### src/rtl/regfile_mp_if.sv
// Bus bundle for regfile_mp: clear request, read ports, write port and status.
interface regfile_mp_if #(
    parameter int ADDR_WIDTH = 5,
    parameter int DATA_WIDTH = 32,
    parameter int NUM_READ   = 2
);
    logic                           CLR;
    logic [NUM_READ*ADDR_WIDTH-1:0] RA;
    logic [NUM_READ*DATA_WIDTH-1:0] RD;
    logic [ADDR_WIDTH-1:0]          A3;
    logic [DATA_WIDTH-1:0]          WD3;
    logic                           WE3;
    logic                           READY;
    logic                           WDROP;

    modport master (output CLR, RA, A3, WD3, WE3, input RD, READY, WDROP);
    modport slave  (input CLR, RA, A3, WD3, WE3, output RD, READY, WDROP);
endinterface

### src/rtl/regfile_mp.sv
// Multi-read, single-write register file with a sweeping hardware clear.
// Define REGFILE_MP_BYPASS_EN to forward same-cycle writes onto matching read ports.
module regfile_mp_rdport #(
    parameter int ADDR_WIDTH = 5,
    parameter int DATA_WIDTH = 32
) (
    input  logic [ADDR_WIDTH-1:0]                     ra,
    input  logic [2**ADDR_WIDTH-1:0][DATA_WIDTH-1:0]  mem,
    input  logic                                      ready,
    input  logic                                      byp,
    input  logic [DATA_WIDTH-1:0]                     wd,
    output logic [DATA_WIDTH-1:0]                     rd
);
    // Address 0 is hardwired to zero regardless of what the storage holds.
    always_comb begin
        rd = '0;
        if (ready && ra != '0) rd = byp ? wd : mem[ra];
    end
endmodule

module regfile_mp #(
    parameter int ADDR_WIDTH = 5,
    parameter int DATA_WIDTH = 32,
    parameter int NUM_READ   = 2
) (
    input logic         CLK,
    input logic         RST_N,
    regfile_mp_if.slave bus
);
    localparam int DEPTH = 2**ADDR_WIDTH;
    localparam logic [0:0] ST_CLEAR = 1'b0;
    localparam logic [0:0] ST_RUN   = 1'b1;

    logic [0:0]                          state, state_nxt;
    logic [ADDR_WIDTH-1:0]               cnt;
    logic                                ready_q, wdrop_q;
    logic [DEPTH-1:0][DATA_WIDTH-1:0]    mem;
    logic                                wr_run;
    logic [NUM_READ-1:0][ADDR_WIDTH-1:0] ra;
    logic [NUM_READ-1:0][DATA_WIDTH-1:0] rd;
    logic [NUM_READ-1:0]                 byp;

    assign wr_run = (state == ST_RUN) && bus.WE3 && (bus.A3 != '0);

    // CLR during the sweep is ignored; only the last index ends it.
    always_comb begin
        state_nxt = state;
        if (state == ST_CLEAR) begin
            if (cnt == '1) state_nxt = ST_RUN;
        end else if (bus.CLR) begin
            state_nxt = ST_CLEAR;
        end
    end

    always_ff @(posedge CLK or negedge RST_N) begin
        if (!RST_N) begin
            state   <= ST_CLEAR;
            cnt     <= '0;
            ready_q <= 1'b0;
            wdrop_q <= 1'b0;
        end else begin
            state   <= state_nxt;
            ready_q <= (state_nxt == ST_RUN);
            cnt     <= (state == ST_CLEAR) ? cnt + 1'b1 : '0;
            wdrop_q <= (state == ST_CLEAR) && bus.WE3 && (bus.A3 != '0);
        end
    end

    // Storage has no reset; it is zeroed only by the sweep.
    always_ff @(posedge CLK) begin
        if (state == ST_CLEAR) mem[cnt] <= '0;
        else if (wr_run)       mem[bus.A3] <= bus.WD3;
    end

    assign ra = bus.RA;

    genvar i;
    for (i = 0; i < NUM_READ; i++) begin : g_rd
`ifdef REGFILE_MP_BYPASS_EN
        assign byp[i] = wr_run && (bus.A3 == ra[i]);
`else
        assign byp[i] = 1'b0;
`endif
        regfile_mp_rdport #(.ADDR_WIDTH(ADDR_WIDTH), .DATA_WIDTH(DATA_WIDTH)) u_rd (
            .ra    (ra[i]),
            .mem   (mem),
            .ready (ready_q),
            .byp   (byp[i]),
            .wd    (bus.WD3),
            .rd    (rd[i])
        );
    end

    assign bus.RD    = rd;
    assign bus.READY = ready_q;
    assign bus.WDROP = wdrop_q;
endmodule

### src/flat_wrapper.sv
// flat-port wrapper written by rule: the top's interface ports become plain ports
module regfile_mp_flat 
#(
    parameter int ADDR_WIDTH = 5,
    parameter int DATA_WIDTH = 32,
    parameter int NUM_READ   = 2
)
  (CLK, RST_N, bus_CLR, bus_RA, bus_A3, bus_WD3, bus_WE3, bus_RD, bus_READY, bus_WDROP);
  regfile_mp_if #(.ADDR_WIDTH(ADDR_WIDTH), .DATA_WIDTH(DATA_WIDTH), .NUM_READ(NUM_READ)) bus_i ();
  input logic CLK;
  input logic RST_N;
  input wire logic [$bits(bus_i.CLR)-1:0] bus_CLR;
  input wire logic [$bits(bus_i.RA)-1:0] bus_RA;
  input wire logic [$bits(bus_i.A3)-1:0] bus_A3;
  input wire logic [$bits(bus_i.WD3)-1:0] bus_WD3;
  input wire logic [$bits(bus_i.WE3)-1:0] bus_WE3;
  output wire logic [$bits(bus_i.RD)-1:0] bus_RD;
  output wire logic [$bits(bus_i.READY)-1:0] bus_READY;
  output wire logic [$bits(bus_i.WDROP)-1:0] bus_WDROP;
  assign bus_i.CLR = bus_CLR;
  assign bus_i.RA = bus_RA;
  assign bus_i.A3 = bus_A3;
  assign bus_i.WD3 = bus_WD3;
  assign bus_i.WE3 = bus_WE3;
  assign bus_RD = bus_i.RD;
  assign bus_READY = bus_i.READY;
  assign bus_WDROP = bus_i.WDROP;
  regfile_mp #(.ADDR_WIDTH(ADDR_WIDTH), .DATA_WIDTH(DATA_WIDTH), .NUM_READ(NUM_READ)) u_core (.CLK(CLK), .RST_N(RST_N), .bus(bus_i));
endmodule
### config.mk
export PLATFORM = sky130hd
export DESIGN_NAME = regfile_mp_flat
export DESIGN_NICKNAME = d
export VERILOG_FILES = /design/src/rtl/regfile_mp_if.sv /design/src/rtl/regfile_mp.sv /design/src/flat_wrapper.sv
export SDC_FILE = /design/constraint.sdc
export NUM_CORES = 2
export LEC_CHECK = 0
export BUFFER_PORTS_ARGS = -buffer_cell sky130_fd_sc_hd__buf_2
export CORE_MARGIN = 2
export CORE_UTILIZATION = 40
export DETAILED_ROUTE_END_ITERATION = 10
export PLACE_DENSITY_LB_ADDON = 0.15
export SLEW_MARGIN = 20
export SYNTH_ARGS = -nofsm -noshare
export SYNTH_HDL_FRONTEND = slang
export SYNTH_HIERARCHICAL = 1
export SYNTH_SLANG_ARGS = --single-unit
### constraint.sdc
create_clock -name CLK -period 8.19 [get_ports CLK]
set_input_delay 1.638 -clock CLK [delete_from_list [all_inputs] [get_ports CLK]]
set_output_delay 1.638 -clock CLK [all_outputs]
set_load 0.02 [all_outputs]
### Yosys cells after proc, flatten, opt, wreduce, memory -nomap -nowiden

Cells that the tools add are included.

| storage, ports and cells | value |
|---|---|
| register bits after elaboration | 1031 |
| latch bits | 0 |
| bits in writable memories | 0 |
| memory bits (read-only) | 0 |
| bits of input ports | 51 |
| memories | 0 |

| cells by class | value |
|---|---|
| add/sub/neg operators | 1 |
| multipliers | 0 |
| div/mod/pow operators | 0 |
| $lt $le $gt $ge | 6 |
| equal/unequal tests | 2 |
| shift operators | 0 |
| multiplexer cells | 17 |
| bitwise gates (word level) | 3 |
| reduce and logical (&&, ||, !) cells | 11 |

Operators by type and width:

| cell | count |
|---|---|
| two-way mux 1024 bit | 2 |
| AND 1024 bit | 1 |
| bitwise mux 1024 bit | 1 |
| NOT 1024 bit | 1 |
| binary-select mux 32 bit (select 5 bit) | 2 |
| demux 32 bit (select 5 bit) | 2 |
| two-way mux 32 bit | 6 |
| less-than comparator 5 x 6 -> 1 bit (second input constant) | 4 |
| nonzero test 5 bit | 3 |
| >= comparator 5 x 1 -> 1 bit (second input constant) | 2 |
| logical AND 1 bit | 8 |
| adder 5 x 1 -> 5 bit (second input constant) | 1 |
| equality test 5 bit (second input constant) | 1 |
| two-way mux 5 bit | 1 |
| two-way mux 1 bit | 3 |
| != test 2 bit (second input constant) | 1 |
| NOT 1 bit | 1 |

### Longest topological paths before layout

| depth | value |
|---|---|
| depth after elaboration | 7 |
| gate-level depth with buffers | 9 |

### Hierarchy

Netlist, hierarchy kept.

By module, submodules not included:

| module | instances | cells an instance | area an instance (µm²) |
|---|---|---|---|
| regfile_mp | 1 | 3607 | 48129.9 |
| regfile_mp_rdport | 2 | 877 | 8618.3 |

### Worst setup path before layout

Ideal clock, no wire load.

| timing | value |
|---|---|
| kind | input port to flip-flop |
| start | in bus_A3[2] |
| end | reg u_core/mem[100] (netlist bit) (enable) |
| setup time | 466 ps |
| arrival time | 4775 ps |
| data required time | 7724 ps |
| path slack | 2949 ps |
| stages on the path | 5 |
| path buffers | 3 |
| cell sequence | buf_2 -> or3_1 -> buf_2 -> clkbuf_1 -> o21ai_0 |

| between the ends | value |
|---|---|
| word-level cells in the longest chain between the ends | 3 |

Ends and longest elaborated chain:

| what | RTL line | RTL |
|---|---|---|
| from (decl) | flat_wrapper.sv:14 | `input wire logic [$bits(bus_i.A3)-1:0] bus_A3;` |
| nonzero test 5 bit | regfile_mp.sv:43 | `assign wr_run = (state == ST_RUN) && bus.WE3 && (bus.A3 != '0);` |
| logical AND 1 bit | regfile_mp.sv:43 |  |
| != test 2 bit (no line) | n/a |  |
| to (signal, indexed assignment) | regfile_mp.sv:72 | `else if (wr_run) mem[bus.A3] <= bus.WD3;` |
| to (decl) | regfile_mp.sv:37 | `logic [DEPTH-1:0][DATA_WIDTH-1:0] mem;` |

Every way passes these cells.
A chain may end at the register's enable or synchronous reset.

### Worst setup path after layout

| timing | value |
|---|---|
| start | in bus_RA[1] |
| end | out bus_RD[3] |

| between the ends | value |
|---|---|
| word-level cells in the longest chain between the ends | 3 |

Ends and longest elaborated chain:

| what | RTL line | RTL |
|---|---|---|
| from (decl) | flat_wrapper.sv:13 | `input wire logic [$bits(bus_i.RA)-1:0] bus_RA;` |
| binary-select mux 32 bit (select 5 bit) or nonzero test 5 bit (tied branches) | regfile_mp.sv:17 | `if (ready && ra != '0) rd = byp ? wd : mem[ra];` |
| two-way mux 32 bit (not written as such) or logical AND 1 bit (tied branches) | regfile_mp.sv:17 |  |
| two-way mux 32 bit (*) | regfile_mp.sv:17 |  |
| to (decl) | flat_wrapper.sv:17 | `output wire logic [$bits(bus_i.RD)-1:0] bus_RD;` |

Mark *: on every way between the ends. The rest lies on a longest branch, timed or not. The select of a mux whose other input is x is not followed.

==> impl_metrics.toml <==
[run_status]
status = "finished clean"

[floorplanning]
die_area_sq_mm = 0.1667
core_area_sq_mm = 0.1626
rows = 148
start_util_pct = 40.20
die_w_um = 408.2
die_y_um = 408.2
io_pins = 117

[layout]
drive_gt1_share_pct = 18.14
fin_util_pct = 43.83
finalNetCount = 5183
syn2layout_area_growth_pct = 9.014

[synthesis]
yosys.area.top_type = "edfxtp_1"
synth.top_cell.area_share_pct = 47.04
ys_types = 54
syn_area_sq_mm = 0.06537
synthCells = 5361
async_flop_share_pct = 0.6790
yosysSeqAreaShare_pct = 47.31
yosysMostFrequentCell = "edfxtp_1"
ys_warn_count = 6
synth-main-ff-cell = "edfxtp_1"
syn_avg_cell_area_sq_um = 12.19
ys_seq_elements = 1031
synth_edf_count = 1024
synthTopCellsByArea = "edfxtp_1 47%, o32ai_1 12%, mux4_2 8.4%, mux2i_1 8.2%, inv_1 5.2%"
synth_commonest_cells = "1024 x edfxtp_1, 901 x inv_1, 870 x o32ai_1, 536 x mux2i_1, 248 x clkbuf_1"

[sta]
worstMarginPinSlew_ns = 1.288
setup_slack_ns = 1.327
hold_viol = 0
timing.final.crit_share_pct = 83.79
setup_viol = 0
rsz0062_at_grt = "false"
relSlewSlack_pct = 13.60
clock.fmax_mhz = 145.7
setup_tns_ns = 0
maxSlewViolCount = 0
fin_skew_ns = 0.01904
fin_crit_ns = 6.863

[grt]
grt-ovfl-total = 0
track_usage_pct = 37.53
antenna_found_initial = 27
grt_pass1_vias = 51590
grt_max_degree = 129
grt_pass1_wl_um = 438900

[clock_tree]
cts_tree = "done"
hold_buffers = 0
clk_pin_slew_worst_paths_ns = 0.06
clockRootBuffer = "clkbuf_16"
cts_setup_buffers = 0
cts_resized = 0
htree_levels = 3
cts_buffer_depth = 3
insertion_delay_ns = 0.77
cts_sinks = 1031
cts_buffers = 120

[drt]
drcViolationCount = 0
wirelength_um = 324100
post_drt_wl_per_cell_um = 43.75
detail-route-antenna-nets = 0
drtPass1Iterations = 6
via_per_inst = 7.465
vias = 55310
drt_iter0_markers = 10050

[place]
dp_hpwl_um = 183200
port_buffers = 116
place_congestion = 0.9162
dp_slack_ns = 1.590

[worst_setup_path]
worstPathRequired_ns = 6.55
r2r_cells = 5
r2r-start = "u_core/bus.READY"
path_class = "in2out"
critPathLaunchType = "input pin"
r2r_setup_slack_ns = 3.98
path_max_fanout = 54
cp.arrival_ns = 5.22
reg2reg_to = "u_core/mem[509]"
cp-end-kind = "primary output"

[power]
vdd_ir_drop_max_mv = 0.3187
power_density_mw_per_mm2 = 342.0
p_leak_nw = 25.56

[hold_path]
min_path_type = "reg2reg"
worstHoldStart = "u_core/cnt[0]"
worstHoldPathCells = 1
min_to = "u_core/cnt[0]"

[run]
drv_cap = 0
==> placed cells by master (no fill, tap or decap), types with 60 or more instances in the layout <==
cell          n
mux2i_1     536
o2bb2ai_1   124
nand4b_2     61
mux2_2       65
nand3_1      66
buf_2       106
a211oi_1     85
o32ai_1     870
edfxtp_1   1024
inv_1       900
o21ai_0      65
buf_4       164
a2111oi_0    60
clkbuf_16   124
o22ai_1     144
mux4_2      244
==> cell type report <==
type                    count  area (sq um)
diodes                      8         20.02
clock buffers             170          3306
clock inverters            51         277.8
fillers                 15280         91330
inverters                 901          3383
multi-input cells        2775         28350
flip-flops and latches   1031         30930
well taps                2175          2721
repair buffers            298          2273
==> report_power, final <==
| part | leakage (nW) | internal, mW | switching, mW | total (mW) |
|---|---|---|---|---|
| registers | 11.8 | 8.91 | 1.69 | 10.6 |
| clock network | 1.74 | 2.84 | 2.37 | 5.20 |
| logic | 12.0 | 3.44 | 5.13 | 8.57 |
==> worst max-delay path by stage <==
stage,startpoint,endpoint,cells after the start
6_report,bus_RA[1],bus_RD[3],7
5_1_grt,bus_RA[8],bus_RD[62],9
4_1_cts,bus_RA[1],bus_RD[1],7
3_5_place_dp,bus_RA[1],bus_RD[1],7
3_3_place_gp,bus_RA[1],bus_RD[1],7
2_1_floorplan,bus_A3[2],u_core/mem[100],5
==> flip-flops by register name, summed over array words and instances (netlist names) <==
signal / cells
u_core/bus.READY: 1
u_core/mem: 1024
u_core/cnt: 5
u_core/bus.WDROP: 1
==> per-stage QoR <==
stage	area (sq um)	power [mW]	hold slack [ns]	instances
after floorplan	65390	15.56	0.4695	5366
final	71260	24.37	0.5276	7409
after CTS	71160	23.96	0.5319	7399
after detailed placement	67580	18.80	0.5194	7178
after global routing	71240	25.08	0.5522	7401
after global placement	67570	18.57	0.5068	7178
==> worst max-delay path: stages <==
cell and delay [ns]:
buf_8 0.48, nor2_2 0.28, a21boi_4 0.90, buf_4 0.38, o21ai_0 0.13, a211oi_1 0.92, buf_2 0.34
==> cells by family after synthesis <==
kind of cell | share of synthesized area, %
compound gates | 20.15
buf+inv | 10.52
flops | 47.31
mux | 17.73
simple gates | 4.173
fa+ha+maj | 0.09571
other cells | 0.005737
xor+xnor | 0.01340
==> metal layers <==
layer	vias up	global-route usage (%)	wire length, um
li1	21120	-	-
met1	28260	51.44	123500
met2	4833	53.74	136200
met3	1072	10.66	44000
met4	26	19.70	20250
met5	-	0	193
Note: power is estimated with default switching activity, not from simulation.
